## config.mk

```make
export PLATFORM = sky130hd
export DESIGN_NAME = finish_ctrl
export DESIGN_NICKNAME = d
export VERILOG_FILES = /design/src/rtl/finish_ctrl.sv
export SDC_FILE = /design/constraint.sdc
export NUM_CORES = 1
export LEC_CHECK = 0
export ABC_AREA = 1
export CAP_MARGIN = 10
export CORE_MARGIN = 2
export CORE_UTILIZATION = 30
export CTS_CLUSTER_DIAMETER = 50
export DETAILED_ROUTE_END_ITERATION = 6
export GPL_TIMING_DRIVEN = 0
export PLACE_DENSITY = 0.51
export SYNTH_ARGS = -nofsm -noshare
export SYNTH_HDL_FRONTEND = slang
export SYNTH_SLANG_ARGS = --single-unit
```

## constraint.sdc

```tcl
create_clock -name clk -period 3.2 [get_ports clk]
set_clock_uncertainty 0.05 [all_clocks]
set_input_delay 0.64 -clock clk [delete_from_list [all_inputs] [get_ports clk]]
set_output_delay 0.64 -clock clk [all_outputs]
set_load 0.01 [all_outputs]
```

## src/rtl/finish_ctrl.sv

```systemverilog
// Game-over controller: KO detection, freeze/slide/hold/wait sequencing and banner overlay.
// Optional blinking banner in SHOW/WAIT is enabled by defining BANNER_BLINK_EN.
module finish_ctrl #(
  parameter int          HP_W        = 7,
  parameter int          BANNER_X    = 160,
  parameter int          BANNER_Y    = 206,
  parameter int          SLIDE_STEP  = 4,
  parameter int          KO_FRAMES   = 60,
  parameter int          HOLD_FRAMES = 120,
  parameter logic [11:0] KEY_COLOR   = 12'hF0F
) (
  input  logic            clk,
  input  logic            rst_l,
  input  logic            frame_tick,
  input  logic [9:0]      hcount,
  input  logic [9:0]      vcount,
  input  logic            video_on,
  input  logic [11:0]     game_pixel,
  input  logic [HP_W-1:0] p1_health,
  input  logic [HP_W-1:0] p2_health,
  input  logic            start_btn,
  input  logic [11:0]     banner_pixel,
  output logic [14:0]     rom_addr,
  output logic [2:0]      finish,
  output logic [11:0]     pixel_out,
  output logic            game_over,
  output logic            restart_req
);

  localparam int BANNER_W = 320;
  localparam int BANNER_H = 67;

  localparam logic [2:0] ST_PLAY  = 3'd0;
  localparam logic [2:0] ST_KO    = 3'd1;
  localparam logic [2:0] ST_SLIDE = 3'd2;
  localparam logic [2:0] ST_SHOW  = 3'd3;
  localparam logic [2:0] ST_WAIT  = 3'd4;

  localparam logic signed [10:0] YPOS_START = -$signed(11'(BANNER_H));
  localparam logic signed [10:0] YPOS_FINAL = $signed(11'(BANNER_Y));
  localparam logic signed [10:0] YPOS_STEP  = $signed(11'(SLIDE_STEP));
  localparam logic [7:0]         KO_LAST    = 8'(KO_FRAMES - 1);
  localparam logic [7:0]         HOLD_LAST  = 8'(HOLD_FRAMES - 1);

  logic [2:0]         state_q, state_d;
  logic               p2_wins_q, p2_wins_d;
  logic signed [10:0] ypos_q, ypos_d;
  logic [7:0]         frame_cnt_q, frame_cnt_d;
  logic               restart_q, restart_d;
  logic               start_prev_q;

  logic               p1_zero, p2_zero, start_rise;
  logic signed [10:0] ypos_step;
  logic               banner_vis;

  assign p1_zero    = (p1_health == '0);
  assign p2_zero    = (p2_health == '0);
  assign start_rise = start_btn & ~start_prev_q;
  assign ypos_step  = ypos_q + YPOS_STEP;

  always_comb begin
    state_d     = state_q;
    p2_wins_d   = p2_wins_q;
    ypos_d      = ypos_q;
    frame_cnt_d = frame_cnt_q;
    restart_d   = 1'b0;
    case (state_q)
      ST_PLAY: begin
        if (p1_zero || p2_zero) begin
          state_d     = ST_KO;
          p2_wins_d   = p1_zero & ~p2_zero;
          frame_cnt_d = '0;
        end
      end
      ST_KO: begin
        if (frame_tick) begin
          if (frame_cnt_q == KO_LAST) begin
            state_d     = ST_SLIDE;
            frame_cnt_d = '0;
            ypos_d      = YPOS_START;
          end else begin
            frame_cnt_d = frame_cnt_q + 8'd1;
          end
        end
      end
      ST_SLIDE: begin
        if (frame_tick) begin
          if (ypos_step >= YPOS_FINAL) begin
            ypos_d      = YPOS_FINAL;
            state_d     = ST_SHOW;
            frame_cnt_d = '0;
          end else begin
            ypos_d = ypos_step;
          end
        end
      end
      ST_SHOW: begin
        if (frame_tick) begin
          if (frame_cnt_q == HOLD_LAST) begin
            state_d     = ST_WAIT;
            frame_cnt_d = '0;
          end else begin
            frame_cnt_d = frame_cnt_q + 8'd1;
          end
        end
      end
      ST_WAIT: begin
        // A level still held from SHOW has start_prev_q=1, so only a fresh press restarts.
        if (start_rise) begin
          state_d   = ST_PLAY;
          restart_d = 1'b1;
          p2_wins_d = 1'b0;
          ypos_d    = YPOS_START;
        end
      end
      default: state_d = ST_PLAY;
    endcase
  end

  always_ff @(posedge clk) begin
    if (rst_l) begin
      state_q      <= ST_PLAY;
      p2_wins_q    <= 1'b0;
      ypos_q       <= YPOS_START;
      frame_cnt_q  <= '0;
      restart_q    <= 1'b0;
      start_prev_q <= 1'b0;
    end else begin
      state_q      <= state_d;
      p2_wins_q    <= p2_wins_d;
      ypos_q       <= ypos_d;
      frame_cnt_q  <= frame_cnt_d;
      restart_q    <= restart_d;
      start_prev_q <= start_btn;
    end
  end

`ifdef BANNER_BLINK_EN
  logic       vis_q, vis_d;
  logic [4:0] blink_cnt_q, blink_cnt_d;

  always_comb begin
    vis_d       = vis_q;
    blink_cnt_d = blink_cnt_q;
    if (state_q == ST_SLIDE && state_d == ST_SHOW) begin
      vis_d       = 1'b1;
      blink_cnt_d = '0;
    end else if ((state_q == ST_SHOW || state_q == ST_WAIT) && frame_tick) begin
      if (blink_cnt_q == 5'd29) begin
        blink_cnt_d = '0;
        vis_d       = ~vis_q;
      end else begin
        blink_cnt_d = blink_cnt_q + 5'd1;
      end
    end
  end

  always_ff @(posedge clk) begin
    if (rst_l) begin
      vis_q       <= 1'b1;
      blink_cnt_q <= '0;
    end else begin
      vis_q       <= vis_d;
      blink_cnt_q <= blink_cnt_d;
    end
  end

  assign banner_vis = (state_q == ST_SLIDE) |
                      ((state_q == ST_SHOW || state_q == ST_WAIT) & vis_q);
`else
  assign banner_vis = (state_q == ST_SLIDE) | (state_q == ST_SHOW) | (state_q == ST_WAIT);
`endif

  assign game_over   = (state_q != ST_PLAY);
  assign finish      = {banner_vis, p2_wins_q, game_over};
  assign restart_req = restart_q;

  // Stage 1: window test and ROM address; rows above the screen never match since vcount >= 0.
  logic signed [11:0] row_off;
  logic [8:0]         col_off;
  logic               in_row, in_col, in_banner_d;
  logic [14:0]        rom_addr_d;

  assign row_off = $signed({2'b00, vcount}) - $signed({ypos_q[10], ypos_q});
  assign col_off = 9'(hcount - 10'(BANNER_X));
  assign in_row  = !row_off[11] && (row_off <= $signed(12'(BANNER_H - 1)));
  assign in_col  = (hcount >= 10'(BANNER_X)) && (hcount <= 10'(BANNER_X + BANNER_W - 1));
  assign in_banner_d = banner_vis & in_row & in_col;

  // row*320 split as row*256 + row*64.
  always_comb begin
    rom_addr_d = '0;
    if (in_banner_d) begin
      rom_addr_d = {row_off[6:0], 8'b0} + {2'b00, row_off[6:0], 6'b0} + {6'b0, col_off};
    end
  end

  logic [14:0] rom_addr_q;
  logic        in_banner_s1_q, video_on_s1_q;
  logic [11:0] game_pixel_s1_q;
  logic        in_banner_s2_q, video_on_s2_q;
  logic [11:0] game_pixel_s2_q;
  logic [11:0] pixel_q, pixel_d;

  // Stage 3 mux: banner_pixel arrives together with the stage-2 copies.
  always_comb begin
    pixel_d = game_pixel_s2_q;
    if (!video_on_s2_q) begin
      pixel_d = '0;
    end else if (in_banner_s2_q && banner_pixel != KEY_COLOR) begin
      pixel_d = banner_pixel;
    end
  end

  always_ff @(posedge clk) begin
    if (rst_l) begin
      rom_addr_q      <= '0;
      in_banner_s1_q  <= 1'b0;
      video_on_s1_q   <= 1'b0;
      game_pixel_s1_q <= '0;
      in_banner_s2_q  <= 1'b0;
      video_on_s2_q   <= 1'b0;
      game_pixel_s2_q <= '0;
      pixel_q         <= '0;
    end else begin
      rom_addr_q      <= rom_addr_d;
      in_banner_s1_q  <= in_banner_d;
      video_on_s1_q   <= video_on;
      game_pixel_s1_q <= game_pixel;
      in_banner_s2_q  <= in_banner_s1_q;
      video_on_s2_q   <= video_on_s1_q;
      game_pixel_s2_q <= game_pixel_s1_q;
      pixel_q         <= pixel_d;
    end
  end

  assign rom_addr  = rom_addr_q;
  assign pixel_out = pixel_q;

endmodule

```

# Word-level counts from Yosys, hierarchy flattened
# Index checks and enable logic that the tools add are counted.
[word_totals]
regBits = 80
input_bits = 63
output_inout_bits = 32
wordCells = 97
[op_classes]
n_addsub = 6
magnitude_cmp = 4
eq_ne = 15
n_mux = 28
bitwise_logic = 11
n_reduce_logical = 19
[op_table]
columns = ["op", "count"]
rows = [
  ["two-way mux 8 bit", 7],
  ["two-way mux 11 bit", 5],
  ["one-hot mux 11 bit (3 select lines)", 1],
  ["one-hot mux 8 bit (4 select lines)", 1],
  ["two-way mux 3 bit", 8],
  ["inequality test 2 bit (second input constant)", 8],
  ["adder 15 x 13 -> 15 bit", 1],
  ["adder 15 x 9 -> 15 bit", 1],
  ["one-hot mux 3 bit (5 select lines)", 1],
  ["logical NOT 7 bit", 2],
  ["<= comparator 12 x 8 -> 1 bit (second input constant)", 1],
  ["two-way mux 12 bit", 1],
  ["inequality test 12 bit (second input constant)", 1],
  ["subtractor 11 x 11 -> 12 bit", 1],
  ["adder 11 x 4 -> 11 bit (second input constant)", 1],
  [">= comparator 11 x 9 -> 1 bit (second input constant)", 1],
  [">= comparator 10 x 8 -> 1 bit (second input constant)", 1],
  ["<= comparator 10 x 9 -> 1 bit (second input constant)", 1],
  ["subtractor 9 x 8 -> 9 bit (second input constant)", 1],
  ["adder 8 x 1 -> 8 bit (second input constant)", 1],
  ["== test 8 x 6 -> 1 bit (second input constant)", 1],
  ["== test 8 x 7 -> 1 bit (second input constant)", 1],
  ["AND reduction 8 bit", 1],
  ["== test 3 x 2 -> 1 bit (second input constant)", 2],
  ["other kinds (18)", 33],
]

# Logic depth before layout (Yosys ltp)
# Gate-level depths: netlist of the first run.
[logic_depth]
ltp_word = 7
mapped_depth = 18
depth_no_buf = 18

# Least setup slack after synthesis of the first run
# OpenSTA, ideal clock, no wires.
[synth_timing]
kind = "input -> register"
from = "input port vcount[0]"
to = "register rom_addr_q[13] (netlist: rom_addr[13])"
setup_time_ns = 0.064
arrival_time_ns = 3.253
required_ns = 3.086
slack_ns = -0.167
cell_stages = 16
path_buffers = 0
cell_sequence = "inv_1 > ha_1 > fa_1 > xnor2_1 > inv_1 > fa_1 > inv_1 > fa_1 > nand3_1 > nand2_1 > a21oi_1 > nor2_1 > nor2_1 > xor2_1 > inv_1 > nor2_1"
[synth_between]
elab_chain_cells = 7
elab_cells_between_ends = 10
classes_between = "add/sub (3); order compare (1); bitwise (3); reduce/logical (3)"
[synth_rtl]
columns = ["element", "line", "rtl"]
rows = [
  ["start, declared", "16", "input logic [9:0] vcount,"],
  ["subtractor 11 x 11 -> 12 bit *", "184", "assign row_off = $signed({2'b00, vcount}) - $signed({ypos_q[10], ypos_q});"],
  ["parallel branches: the longest is 6 deep, another holds adder 15 x 13 -> 15 bit", "-", ""],
  ["end signal, assigned", "226", "rom_addr_q <= rom_addr_d;"],
  ["end, declared", "198", "logic [14:0] rom_addr_q;"],
]
# Mark *: on every way between the ends.
# A chain may end at the register's enable or synchronous reset.

# Worst setup path in the final report of the first run
[layout_timing]
from = "input port vcount[3]"
to = "register rom_addr_q[14] (netlist: rom_addr[14])"
# Same word-level chain as after synthesis.

==> results of run 1 <==
==> registers in the layout (all words and copies together) (netlist names) <==
register,flops
rom_addr,15
game_pixel_s1_q,12
game_pixel_s2_q,12
pixel_out,12
ypos_q,11
frame_cnt_q,8
state_q,3
in_banner_s1_q,1
in_banner_s2_q,1
p2_wins_q,1
restart_req,1
start_prev_q,1
video_on_s1_q,1
video_on_s2_q,1
==> power groups by stage <==
stage / logic (W) / registers (W) / clock network (W)
2_1_floorplan: 0.00119 / 0.00114 / 0
3_3_place_gp: 0.00152 / 0.00115 / 0
3_5_place_dp: 0.00153 / 0.00116 / 0
4_1_cts: 0.00164 / 0.00113 / 0.00100
5_1_grt: 0.00204 / 0.00115 / 0.00105
6_report: 0.00179 / 0.00113 / 0.000964
==> cell type report <==
type / count / area (um^2)
Clock inverter: 7 / 61.3
Clock buffer: 9 / 225
Fill cell: 1414 / 7980
Sequential cell: 80 / 1600
Buffer: 15 / 93.8
Timing Repair Buffer: 101 / 987
Tap cell: 180 / 225
Multi-Input combinational cell: 414 / 2340
Inverter: 111 / 417
==> cells in the mapped netlist (all sizes together) <==
cell    instances  share of area
dfxtp          80           0.37
a21oi          28          0.034
nor2          123           0.11
nor4            1         0.0015
xor2            8          0.020
and2            1         0.0015
o21bai          2         0.0035
o211ai          6          0.010
xnor2           6          0.012
o21ai          20          0.024
clkbuf          6         0.0052
o31ai           2         0.0035
ha             27          0.078
nor3            8          0.010
buf             9          0.017
nand4          11          0.016
nand2         117           0.11
a31oi           1         0.0015
nand3b          4         0.0070
fa              3          0.014
a21boi          1         0.0017
nand3          43          0.052
inv           111          0.097
or2             2         0.0029
==> path summary, 6_finish.rpt <==
kind / endpoint / cells after the start / start
max: rom_addr[14] / 17 / vcount[3]
min: game_pixel_s2_q[8] / 2 / game_pixel_s1_q[8]
max reg2reg: rom_addr[14] / 17 / ypos_q[2]
min reg2reg: game_pixel_s2_q[8] / 2 / game_pixel_s1_q[8]
==> through the flow <==
stage                     total power [W]  instances  utilization  instance area [um^2]
after global routing              0.00423        917        0.427                  5950
after floorplan                   0.00233        620            -                  4330
final                             0.00389        917        0.427                  5950
after detailed placement          0.00269        893        0.393                  5480
after global placement            0.00267        893        0.393                  5480
after CTS                         0.00378        912        0.419                  5830
==> layer usage <==
layer	GRT usage	vias up
li1	-	2158
met1	0.170	1774
met2	0.240	79
met3	0.0357	8
met4	0.0405	0
met5	0	-
==> cell families (layout without fill, tap and decap cells) <==
family / Yosys count / count (layout) / synth area share
AO/OA/AOI/OAI: 60 / 60 / 0.0790
adder cells (fa/ha/maj): 30 / 30 / 0.0923
XOR/XNOR: 14 / 14 / 0.0319
flip-flops: 80 / 80 / 0.372
buffers and inverters: 126 / 243 / 0.118
AND/OR/NAND/NOR: 310 / 310 / 0.307
==> worst min-delay path, stage by stage (launching register included) <==
cell and delay (ns):
dfxtp_1 0.30, inv_1 0.04, nor2_1 0.03
==> timing repair <==
item                                    CTS  global route
gates resized for setup                  11            15
endpoints found under the setup margin    3             3
setup buffers                             3             5
pin swaps                                 8            11
==> impl_metrics.env, run 1 <==
export IMPL_cts_hold_buf=0
export IMPL_grt_pass1_vias=3696
export IMPL_dp_hpwl_um=8040
export IMPL_vdd_ir_drop_max_mv=0.311
export IMPL_tns_ns=0
export IMPL_wl_um=10300
export IMPL_grt_pass1_wl_um=16800
export IMPL_met1_length_um=4760
export IMPL_cap_viol_max_count=0
export IMPL_die_w_um=124
export IMPL_gp_congestion=0.816
export IMPL_cpMaxStageDelayCell="clkdlybuf4s50_1"
export IMPL_r2r_slack_ns=0.24
export IMPL_root_buffer="clkbuf_16"
export IMPL_layout_common_cells="nor2_1, nand2_1, inv_1"
export IMPL_layout_min_cycle_time_ns=3.05
export IMPL_switching_power_w=0.00147
export IMPL_ys_warn_count=0
export IMPL_crit_top_cell="nand2_1"
export IMPL_final_nets=825
export IMPL_required_ns=3.43
export IMPL_vias=4019
export IMPL_synth_fp_nets=713
export IMPL_p_leak_nw=2.80
export IMPL_cp_num_buf_inv=4
export IMPL_h_tree_depth=3
export IMPL_top_layer="met4"
export IMPL_crit_family="adder cells"
export IMPL_cts_tree="built"
export IMPL_startpoint_type="primary input"
export IMPL_wl_met2_um=4820
export IMPL_max_stage_delay_ns=0.45
export IMPL_rows=43
export IMPL_ys_ff_latch=80
export IMPL_cts_sinks=80
export IMPL_antenna_left=0
export IMPL_power_frac_comb=0.460
export IMPL_hold_violations=0
export IMPL_drt_pass1_iter_count=4
export IMPL_avgSynthCellArea_um2=6.95
export IMPL_track_usage=0.139
export IMPL_fin_crit_sh=0.952
export IMPL_num_io_pins=95
export IMPL_drc_errors=0
export IMPL_crit_type="primary input to flop"
export IMPL_seqPwrFrac=0.292
export IMPL_crit_fanout=4
export IMPL_hp_class="flop to flop"
export IMPL_p_clk_frac=0.248
export IMPL_tightestPinTransition_ns=0.494
export IMPL_fp_dieH_um=124
export IMPL_syn_area_um2=4310
export IMPL_vias_per_cell=4.38
export IMPL_whs_ns=0.351
export IMPL_worstPathCellList="clkdlybuf4s50_1 -> ha_4 -> nand2_1 -> inv_1 -> nand2_1 -> nand2_2 -> nand2_1 -> nand2_1 -> xor2_2 -> ha_1 -> ha_1 -> inv_2 -> o31ai_1 -> a21oi_1 -> xnor2_1 -> inv_1 -> nor2_1"
export IMPL_drive_above_1_share=0.100
export IMPL_max_slew_margin_rel=0.670
export IMPL_power_density_nw_per_um2=653
export IMPL_clk_path_buf_depth=2
export IMPL_io_buffers=93
export IMPL_clk_pin_slew_ns=0.06
export IMPL_antenna_found_initial=0
export IMPL_status="complete, no violations"
export IMPL_grt_max_degree=17
export IMPL_place_worst_setup_slack_ns=-0.695
export IMPL_ys_types=36
export IMPL_synthCells=620
export IMPL_grt_overflow=0
export IMPL_max_freq_mhz=328
export IMPL_numCtsBuffers=9
export IMPL_num_antenna_cells=0
export IMPL_final_common_cell="nor2_1"
export IMPL_arrival_ns=3.27
export IMPL_report_final_slew_viol_count=0
export IMPL_setup_ws_ns=0.153
export IMPL_area_growth_pct=38.1
export IMPL_dr_first_iter_drc_count=178
export IMPL_setup_viol=0
export IMPL_swShare=0.378
export IMPL_initial_core_util=0.309
export IMPL_cp_end_kind="flop"
export IMPL_internal_power_w=0.00242
export IMPL_rsz0062_at_grt="false"
export IMPL_dieArea_um2=15300
export IMPL_wl_per_cell_um=11.2
export IMPL_clk_latency_ns=0.34
export IMPL_ys_seq_area_frac=0.372
export IMPL_met3_length_um=563
export IMPL_core_area_um2=13900
No activity file was read; power rests on OpenSTA's default activity.
==> run 2: changes to the inputs <==
--- a/config.mk
+++ b/config.mk
@@ -9,7 +9,7 @@
 export CAP_MARGIN = 10
 export CORE_MARGIN = 2
 export CORE_UTILIZATION = 30
-export CTS_CLUSTER_DIAMETER = 50
+export CTS_CLUSTER_DIAMETER = 200
 export DETAILED_ROUTE_END_ITERATION = 6
 export GPL_TIMING_DRIVEN = 0
 export PLACE_DENSITY = 0.51
==> results of run 2 <==
The final DEF is identical to that of run 1; final timing and power are the same.
==> run 3: changes to the inputs <==
--- a/config.mk
+++ b/config.mk
@@ -13,6 +13,7 @@
 export DETAILED_ROUTE_END_ITERATION = 6
 export GPL_TIMING_DRIVEN = 0
 export PLACE_DENSITY = 0.51
+export SKIP_CTS_REPAIR_TIMING = 1
 export SYNTH_ARGS = -nofsm -noshare
 export SYNTH_HDL_FRONTEND = slang
 export SYNTH_SLANG_ARGS = --single-unit
==> impl_metrics.env, run 3 (same netlist as run 1, synthesis figures left out) <==
export IMPL_fin_crit_sh=0.969
export IMPL_track_usage=0.137
export IMPL_crit_family="adder cells"
export IMPL_max_freq_mhz=323
export IMPL_max_stage_delay_ns=0.55
export IMPL_hp_class="flop to flop"
export IMPL_clk_path_buf_depth=2
export IMPL_largest_reg_flops=15
export IMPL_cts_sinks=80
export IMPL_cp_num_buf_inv=5
export IMPL_finalPower_w=0.00388
export IMPL_drt_pass1_iter_count=5
export IMPL_layout_min_cycle_time_ns=3.10
export IMPL_crit_type="primary input to flop"
export IMPL_p_leak_nw=2.80
export IMPL_antenna_found_initial=0
export IMPL_cts_tree="built"
export IMPL_postLayoutCellArea_um2=5950
export IMPL_status="complete, no violations"
export IMPL_wl_per_cell_um=11.2
export IMPL_layout_common_cells="nor2_1, nand2_1, inv_1"
export IMPL_drive_above_1_share=0.0955
export IMPL_numCtsBuffers=9
export IMPL_num_io_pins=95
export IMPL_post_dp_cell_area_um2=5480
export IMPL_final_common_cell="nor2_1"
export IMPL_hold_violations=0
export IMPL_report_final_slew_viol_count=0
export IMPL_h_tree_depth=3
export IMPL_gp_congestion=0.816
export IMPL_fp_dieH_um=124
export IMPL_max_slew_margin_rel=0.671
export IMPL_final_nets=821
export IMPL_initial_core_util=0.309
export IMPL_nFillCells=1419
export IMPL_core_area_um2=13900
export IMPL_cp_end_kind="flop"
export IMPL_tns_ns=0
export IMPL_io_buffers=93
export IMPL_vias=3986
export IMPL_dieArea_um2=15300
export IMPL_cpMaxStageDelayCell="fa_1"
export IMPL_vias_per_cell=4.37
export IMPL_antenna_left=0
export IMPL_required_ns=3.43
export IMPL_clk_pin_slew_ns=0.06
export IMPL_grt_overflow=0
export IMPL_grt_pass1_wl_um=16500
export IMPL_power_density_nw_per_um2=652
export IMPL_area_growth_pct=38.0
export IMPL_dp_hpwl_um=8040
export IMPL_num_antenna_cells=0
export IMPL_startpoint_type="primary input"
export IMPL_whs_ns=0.351
export IMPL_dr_first_iter_drc_count=152
export IMPL_wl_um=10200
export IMPL_grt_max_degree=17
export IMPL_vdd_ir_drop_max_mv=0.311
export IMPL_arrival_ns=3.33
export IMPL_rows=43
export IMPL_grt_pass1_vias=3637
export IMPL_setup_viol=0
export IMPL_clk_latency_ns=0.33
export IMPL_cap_viol_max_count=0
export IMPL_crit_fanout=2
export IMPL_root_buffer="clkbuf_16"
export IMPL_die_w_um=124
export IMPL_worstPathCellList="clkbuf_2 -> inv_2 -> ha_4 -> fa_2 -> xnor2_4 -> inv_2 -> fa_1 -> inv_2 -> fa_2 -> nand3_2 -> nand2_2 -> a21oi_2 -> nor2_1 -> nor2_1 -> xor2_1 -> inv_1 -> nor2_1"
export IMPL_tightestPinTransition_ns=0.493
export IMPL_drc_errors=0
[run 3: cell count changes in the layout (fill, tap and decap cells not counted)]
| cell | previous run | this run |
|---|---|---|
| clkdlybuf4s50_1 | 90 | 89 |
| xnor2_4 | 0 | 1 |
| ha_4 | 8 | 9 |
| dlymetal6s2s_1 | 1 | 3 |
| xnor2_2 | 1 | 0 |
| ha_2 | 1 | 0 |
| dlygate4sd2_1 | 1 | 0 |
| buf_4 | 12 | 8 |
[run 3: per-layer routing]
layer  up-vias  track usage  part of all wire
met3        10       0.0366             0.056
li1       2148            -                 -
met5         -            0                 0
met4         0       0.0440             0.014
met2        82        0.231              0.46
met1      1746        0.168              0.47
[run 3: through the flow]
stage	setup slack (ns)	util	std cells
2_1_floorplan	0.0206	-	620
3_3_place_gp	-0.642	0.393	893
3_5_place_dp	-0.695	0.393	893
4_1_cts	-0.345	0.414	909
5_1_grt	-0.0381	0.427	913
6_report	0.0999	0.427	913
[run 3: tightest hold or removal path, stage by stage (launching register included)]
cell     delay (ns)
dfxtp_1        0.30
inv_1          0.04
nor2_1         0.03
[run 3: final cells by class]
class                   count  area, um^2  share of cell area
multi-input cells         414        2360               0.397
repair buffers             97         963               0.162
plain buffers              15        93.8              0.0158
inverters                 111         417              0.0700
clock inverters             7        61.3              0.0103
flip-flops and latches     80        1600               0.269
clock buffers               9         225              0.0379
well taps                 180         225              0.0379
[run 3: where the power goes]
group / internal, W / total, W / leakage (nW) / switching, W
clock: 0.000538 / 0.000963 / 0.135 / 0.000425
combinational: 0.000794 / 0.00178 / 2.01 / 0.000986
sequential: 0.00107 / 0.00113 / 0.653 / 0.0000640
total: 0.00240 / 0.00388 / 2.80 / 0.00147
[run 3: worst paths after layout]
kind                                    startpoint                 end  slack, ns  depth (start not counted)
worst max-delay path                     vcount[0]        rom_addr[13]        0.1                         17
worst min-delay path            game_pixel_s1_q[8]  game_pixel_s2_q[8]       0.35                          2
worst max register to register           ypos_q[2]        rom_addr[13]       0.16                         15
worst min register to register  game_pixel_s1_q[8]  game_pixel_s2_q[8]       0.35                          2
